`config.mk`:
```
export PLATFORM = sky130hd
export DESIGN_NAME = btc_host_driver
export DESIGN_NICKNAME = d
export VERILOG_FILES = /design/src/rtl/btc_host_driver.sv
export SDC_FILE = /design/constraint.sdc
export NUM_CORES = 2
export LEC_CHECK = 0
export CORE_AREA = 2 2 349 351
export CTS_BUF_LIST = sky130_fd_sc_hd__clkbuf_8
export DETAILED_ROUTE_END_ITERATION = 8
export DIE_AREA = 0 0 351 353
export GPL_ROUTABILITY_DRIVEN = 0
export HOLD_SLACK_MARGIN = 0.05
export PLACE_DENSITY = 0.65
export SYNTH_ARGS = -nofsm -noshare
export SYNTH_HDL_FRONTEND = slang
export SYNTH_SLANG_ARGS = --single-unit
export TNS_END_PERCENT = 5
```
`constraint.sdc`:
```
create_clock -name clk -period 6.2 [get_ports clk]
set_clock_uncertainty 0.1 [all_clocks]
set_input_delay 0.93 -clock clk [delete_from_list [all_inputs] [get_ports clk]]
set_output_delay 0.93 -clock clk [all_outputs]
set_load 0.02 [all_outputs]
```
`src/rtl/btc_host_driver.sv`:
```
// Host side of the mining tile byte port: serves header/nonce bytes,
// captures returned hashes and sweeps the nonce until a hit or range end.
module btc_host_driver #(
    parameter int HDR_BYTES = 80
) (
    input  logic         clk,
    input  logic         rst_n,
    input  logic         hdr_we,
    input  logic [6:0]   hdr_addr,
    input  logic [7:0]   hdr_wdata,
    input  logic [255:0] target,
    input  logic [31:0]  nonce_start,
    input  logic [31:0]  nonce_end,
    input  logic         go,
    output logic         busy,
    output logic         found,
    output logic         exhausted,
    output logic [31:0]  found_nonce,
    output logic [255:0] last_hash,
    output logic         hash_valid,
    output logic         addr_err,
    output logic         dut_start,
    output logic         dut_rdy,
    output logic [7:0]   dut_data,
    input  logic         dut_rq,
    input  logic         dut_done,
    input  logic [7:0]   dut_uo
);
    localparam int NB = HDR_BYTES - 4;
    localparam logic [6:0] NONCE_LO = 7'(NB);
    localparam logic [6:0] HDR_END = 7'(HDR_BYTES);

    typedef enum logic [2:0] {IDLE, KICK, SERVE, DRAIN, CHECK} state_t;
    state_t state;

    logic [7:0]   hdr_ram [0:NB-1];
    logic [7:0]   cap [0:31];
    logic [5:0]   cap_idx;
    logic [31:0]  nonce;
    logic [31:0]  nonce_last;
    logic [6:0]   off;
    logic [7:0]   rd_byte;
    logic         rd_bad;
    logic         ack;
    logic [255:0] cap_msb0;
    logic [255:0] cap_val;

    assign off = dut_uo[6:0];
    assign ack = dut_rq && !dut_rdy;

    always_comb begin
        rd_byte = 8'h00;
        rd_bad = 1'b0;
        if (off < NONCE_LO) begin
            rd_byte = hdr_ram[off];
        end else if (off < HDR_END) begin
            rd_byte = nonce[{off[1:0], 3'b000} +: 8];
        end else begin
            rd_bad = 1'b1;
        end
    end

    // last_hash keeps byte 0 on top; the compare value has byte 31 on top
    always_comb begin
        cap_msb0 = '0;
        cap_val = '0;
        for (int i = 0; i < 32; i++) begin
            cap_msb0[255-8*i -: 8] = cap[i];
            cap_val[8*i +: 8] = cap[i];
        end
    end

    always_ff @(posedge clk) begin
        if (hdr_we && !busy && hdr_addr < NONCE_LO)
            hdr_ram[hdr_addr] <= hdr_wdata;
    end

    always_ff @(posedge clk) begin
        if (ack && dut_done && cap_idx < 6'd32)
            cap[cap_idx[4:0]] <= dut_uo;
    end

    always_ff @(posedge clk or negedge rst_n) begin
        if (!rst_n) begin
            state       <= IDLE;
            busy        <= 1'b0;
            found       <= 1'b0;
            exhausted   <= 1'b0;
            found_nonce <= '0;
            last_hash   <= '0;
            hash_valid  <= 1'b0;
            addr_err    <= 1'b0;
            dut_start   <= 1'b0;
            dut_rdy     <= 1'b0;
            dut_data    <= 8'h00;
            cap_idx     <= '0;
            nonce       <= '0;
            nonce_last  <= '0;
        end else begin
            dut_start  <= 1'b0;
            hash_valid <= 1'b0;
            if (dut_rdy) begin
                dut_rdy <= 1'b0;
            end else if (dut_rq) begin
                dut_rdy <= 1'b1;
                if (dut_done) begin
                    if (cap_idx == 6'd32)
                        addr_err <= 1'b1;
                    else
                        cap_idx <= cap_idx + 6'd1;
                end else begin
                    dut_data <= rd_byte;
                    if (rd_bad)
                        addr_err <= 1'b1;
                end
            end
            unique case (state)
                IDLE: begin
                    if (go) begin
                        nonce      <= nonce_start;
                        nonce_last <= nonce_end;
                        found      <= 1'b0;
                        exhausted  <= 1'b0;
                        addr_err   <= 1'b0;
                        busy       <= 1'b1;
                        state      <= KICK;
                    end
                end
                KICK: begin
                    dut_start <= 1'b1;
                    cap_idx   <= '0;
                    state     <= SERVE;
                end
                SERVE: begin
                    if (cap_idx == 6'd32)
                        state <= DRAIN;
                end
                DRAIN: begin
                    if (!dut_done)
                        state <= CHECK;
                end
                CHECK: begin
                    last_hash  <= cap_msb0;
                    hash_valid <= 1'b1;
                    if (cap_val <= target) begin
                        found       <= 1'b1;
                        found_nonce <= nonce;
                        busy        <= 1'b0;
                        state       <= IDLE;
                    end else if (nonce == nonce_last) begin
                        exhausted <= 1'b1;
                        busy      <= 1'b0;
                        state     <= IDLE;
                    end else begin
                        nonce <= nonce + 32'd1;
                        state <= KICK;
                    end
                end
                default: state <= IDLE;
            endcase
        end
    end
endmodule

```
==> flow_summary.ini <==
[timing]
fin_crit_ns = 5.27
worst_pin_slew_ns = 1.21
fmax_ghz = 0.190
setup-violations-final = 0
hold_viol_final = 0
maxSlewHeadroom = 0.194
fin_crit_sh = 0.850
fin_tns_setup_ns = 0
drv_slew = 0
rsz0062_at_grt = no

[final_layout]
final_common_cell = nand2_1
layout_common_cells = nand2_1 (976), edfxtp_1 (864), clkdlybuf4s50_1 (634)
fin_util = 0.548
fin_nets = 5330
drive_gt1_frac = 0.117
area_growth_pct = 22.7

[synth]
synth-seq-cells = 1240
syn-num-nets = 4598
syn_area_per_cell_um2 = 13.5
yosysTopAreaCellShare = 0.482
synth_edf_count = 864
yosys.area.top_type = edfxtp_1
ys_seq_area_frac = 0.657
synth_cell_types = 66
postSynth.asyncResetShare = 0.303
synth.area.top_cells = edfxtp_1 (48%), dfrtp_1 (17%), mux4_2 (8.2%)
synthFlopType = edfxtp_1
synth_area_mm2 = 0.0538
yosysWarnings = 0
syn_inst = 3988

[setup_path]
cp.required_ns = 6.80
arrival_ns = 5.87
critPathLaunchType = register
crit_fanout = 23
critPathKind = reg2reg
cp-end-kind = register

[detailed_routing]
drc = 0
drt-total-wl_um = 165000
detail_route.first_pass.iterations = 8
wl_per_cell_um = 25.2
drt-initial-drc-count = 3376
ant_nets = 0
viasPerCell = 5.44
vias = 35656

[floorplan]
die_w_um = 351
die_h_um = 353
num_io_pins = 652
core-area_mm2 = 0.121
rows = 128
dieArea_mm2 = 0.124
initial_utilization = 0.446

[clock_tree]
clk_latency_ns = 0.90
cts_tree = done
clk_pin_slew_worst_paths_ns = 0.07
cts_buffers = 201
post_cts_buffers = 0
cts-root-buf = clkbuf_8
cts_resized = 0
cts.sinks = 1240
cts_htree_levels = 4
cts.path.max_buffers = 3

[power]
p_leak_nw = 26.5
ir_drop_mv = 0.229
p_per_area_mw_per_mm2 = 356

[global_route]
track_usage = 0.264
overflow = 0
grt_max_degree = 195
antenna_found_initial = 50
grt_pass1_wl_um = 238000
grt_pass1_vias = 35827

[place]
io_buffers = 651
dp_hpwl_um = 115000

[job]
cap_violations = 0

[status]
status = complete, no violations

[worst_hold_path]
hold_class = reg2reg
[worst max-delay path: stages, from the launching register on]
cell and delay [ns]:
edfxtp_1 0.52, ha_1 0.37, a21oi_1 0.16, nand2_1 0.07, a21oi_1 0.61, o211ai_1 0.29
a2111oi_0 0.98, a21oi_1 0.33, a211o_1 0.42, a21oi_2 0.95, o211ai_1 0.26
[synth_stat cells (3+ instances only)]
library cell / number
a2111oi_0: 3
nand2b_1: 4
nand4_1: 61
buf_2: 21
or2_2: 3
and4_1: 4
dfrtp_1: 376
mux2_4: 29
inv_1: 269
edfxtp_1: 864
xor2_1: 34
ha_1: 261
nand3_1: 66
buf_6: 3
a211oi_1: 33
or3_1: 4
a21o_1: 20
mux2_2: 12
a22oi_1: 4
nor2b_1: 16
a21boi_0: 4
and2_1: 3
o21ai_0: 56
mux4_2: 197
o31ai_1: 5
nor4_1: 28
a221oi_1: 9
a21oi_1: 157
o211ai_1: 53
nor3_1: 34
mux2i_1: 12
nand3b_1: 4
and3_1: 5
buf_4: 5
a31oi_1: 6
clkbuf_1: 128
nor2_1: 175
buf_1: 10
nand2_1: 977
[worst paths after layout]
path                                  endpoint  slack [ns]        from  depth (start not counted)
worst min-delay path             last_hash[83]        0.33  cap[21][3]                          2
max in group asynchronous           cap_idx[0]        4.01       rst_n                          3
min in group asynchronous       last_hash[150]        0.58       rst_n                          2
worst max register to register       nonce[29]        0.93  cap[21][6]                         10
worst min register to register   last_hash[83]        0.33  cap[21][3]                          2
worst max-delay path                 nonce[29]        0.93  cap[21][6]                         10
[what timing repair did]
action                                  CTS  global route
endpoints found under the setup margin    0             0
endpoints found under the hold margin    88             0
hold buffers                              1             0
[stage by stage]
step	setup WS [ns]	std cells	total power [mW]	hold slack (ns)	area, µm²
floorplan	2.48	3988	13.6	0.345	53800
global placement	0.178	6141	16.7	0.356	62100
detailed placement	0.219	6141	16.8	0.359	62100
CTS	1.06	6517	23.6	0.341	65900
global route	0.802	6557	24.5	0.370	66000
finish	0.931	6558	23.5	0.334	66000
[power breakdown]
group          switching (mW)  total [mW]  leakage [nW]  internal (mW)
clock                    3.40        6.79          2.24           3.39
sequential               1.15        11.1          12.5           9.92
combinational            3.12        5.63          11.7           2.52
total                    7.67        23.5          26.5           15.8
[cells by family (layout without fill, tap and decap cells)]
logic type / Yosys count / in the layout / synth area share
buffers and inverters: 438 / 1342 / 0.0318
AO/OA/AOI/OAI: 368 / 368 / 0.0421
XOR/XNOR: 36 / 36 / 0.00586
multiplexers: 250 / 250 / 0.0953
AND/OR/NAND/NOR: 1395 / 1395 / 0.107
flip-flops: 1240 / 1240 / 0.657
other: 0 / 41 / 0
adder cells (fa/ha/maj): 261 / 261 / 0.0607
[sequential cells by signal, indices dropped and copies added, names as in the netlist]
register / count
nonce_last: 32
dut_data: 8
hash_valid: 1
hdr_ram: 608
dut_start: 1
cap_idx: 6
last_hash: 256
found: 1
state: 3
found_nonce: 32
dut_rdy: 1
nonce: 32
cap: 256
exhausted: 1
addr_err: 1
busy: 1
[layer usage]
metal,GRT usage,vias up,wire (µm)
li1,-,15901,-
met1,0.329,17873,62900
met2,0.426,1517,80200
met3,0.0691,357,14700
met4,0.136,8,7590
met5,0,-,50
[cell type report]
class,instances,area [µm²]
fill,10083,54600
sequential,1240,35400
multi-input combinational,2310,16800
timing repair buffer,697,6920
clock buffer,217,2990
tap,1625,2030
inverter,270,1020
clock inverter,158,845
antenna,41,103
No activity file was read; power rests on OpenSTA's default activity.
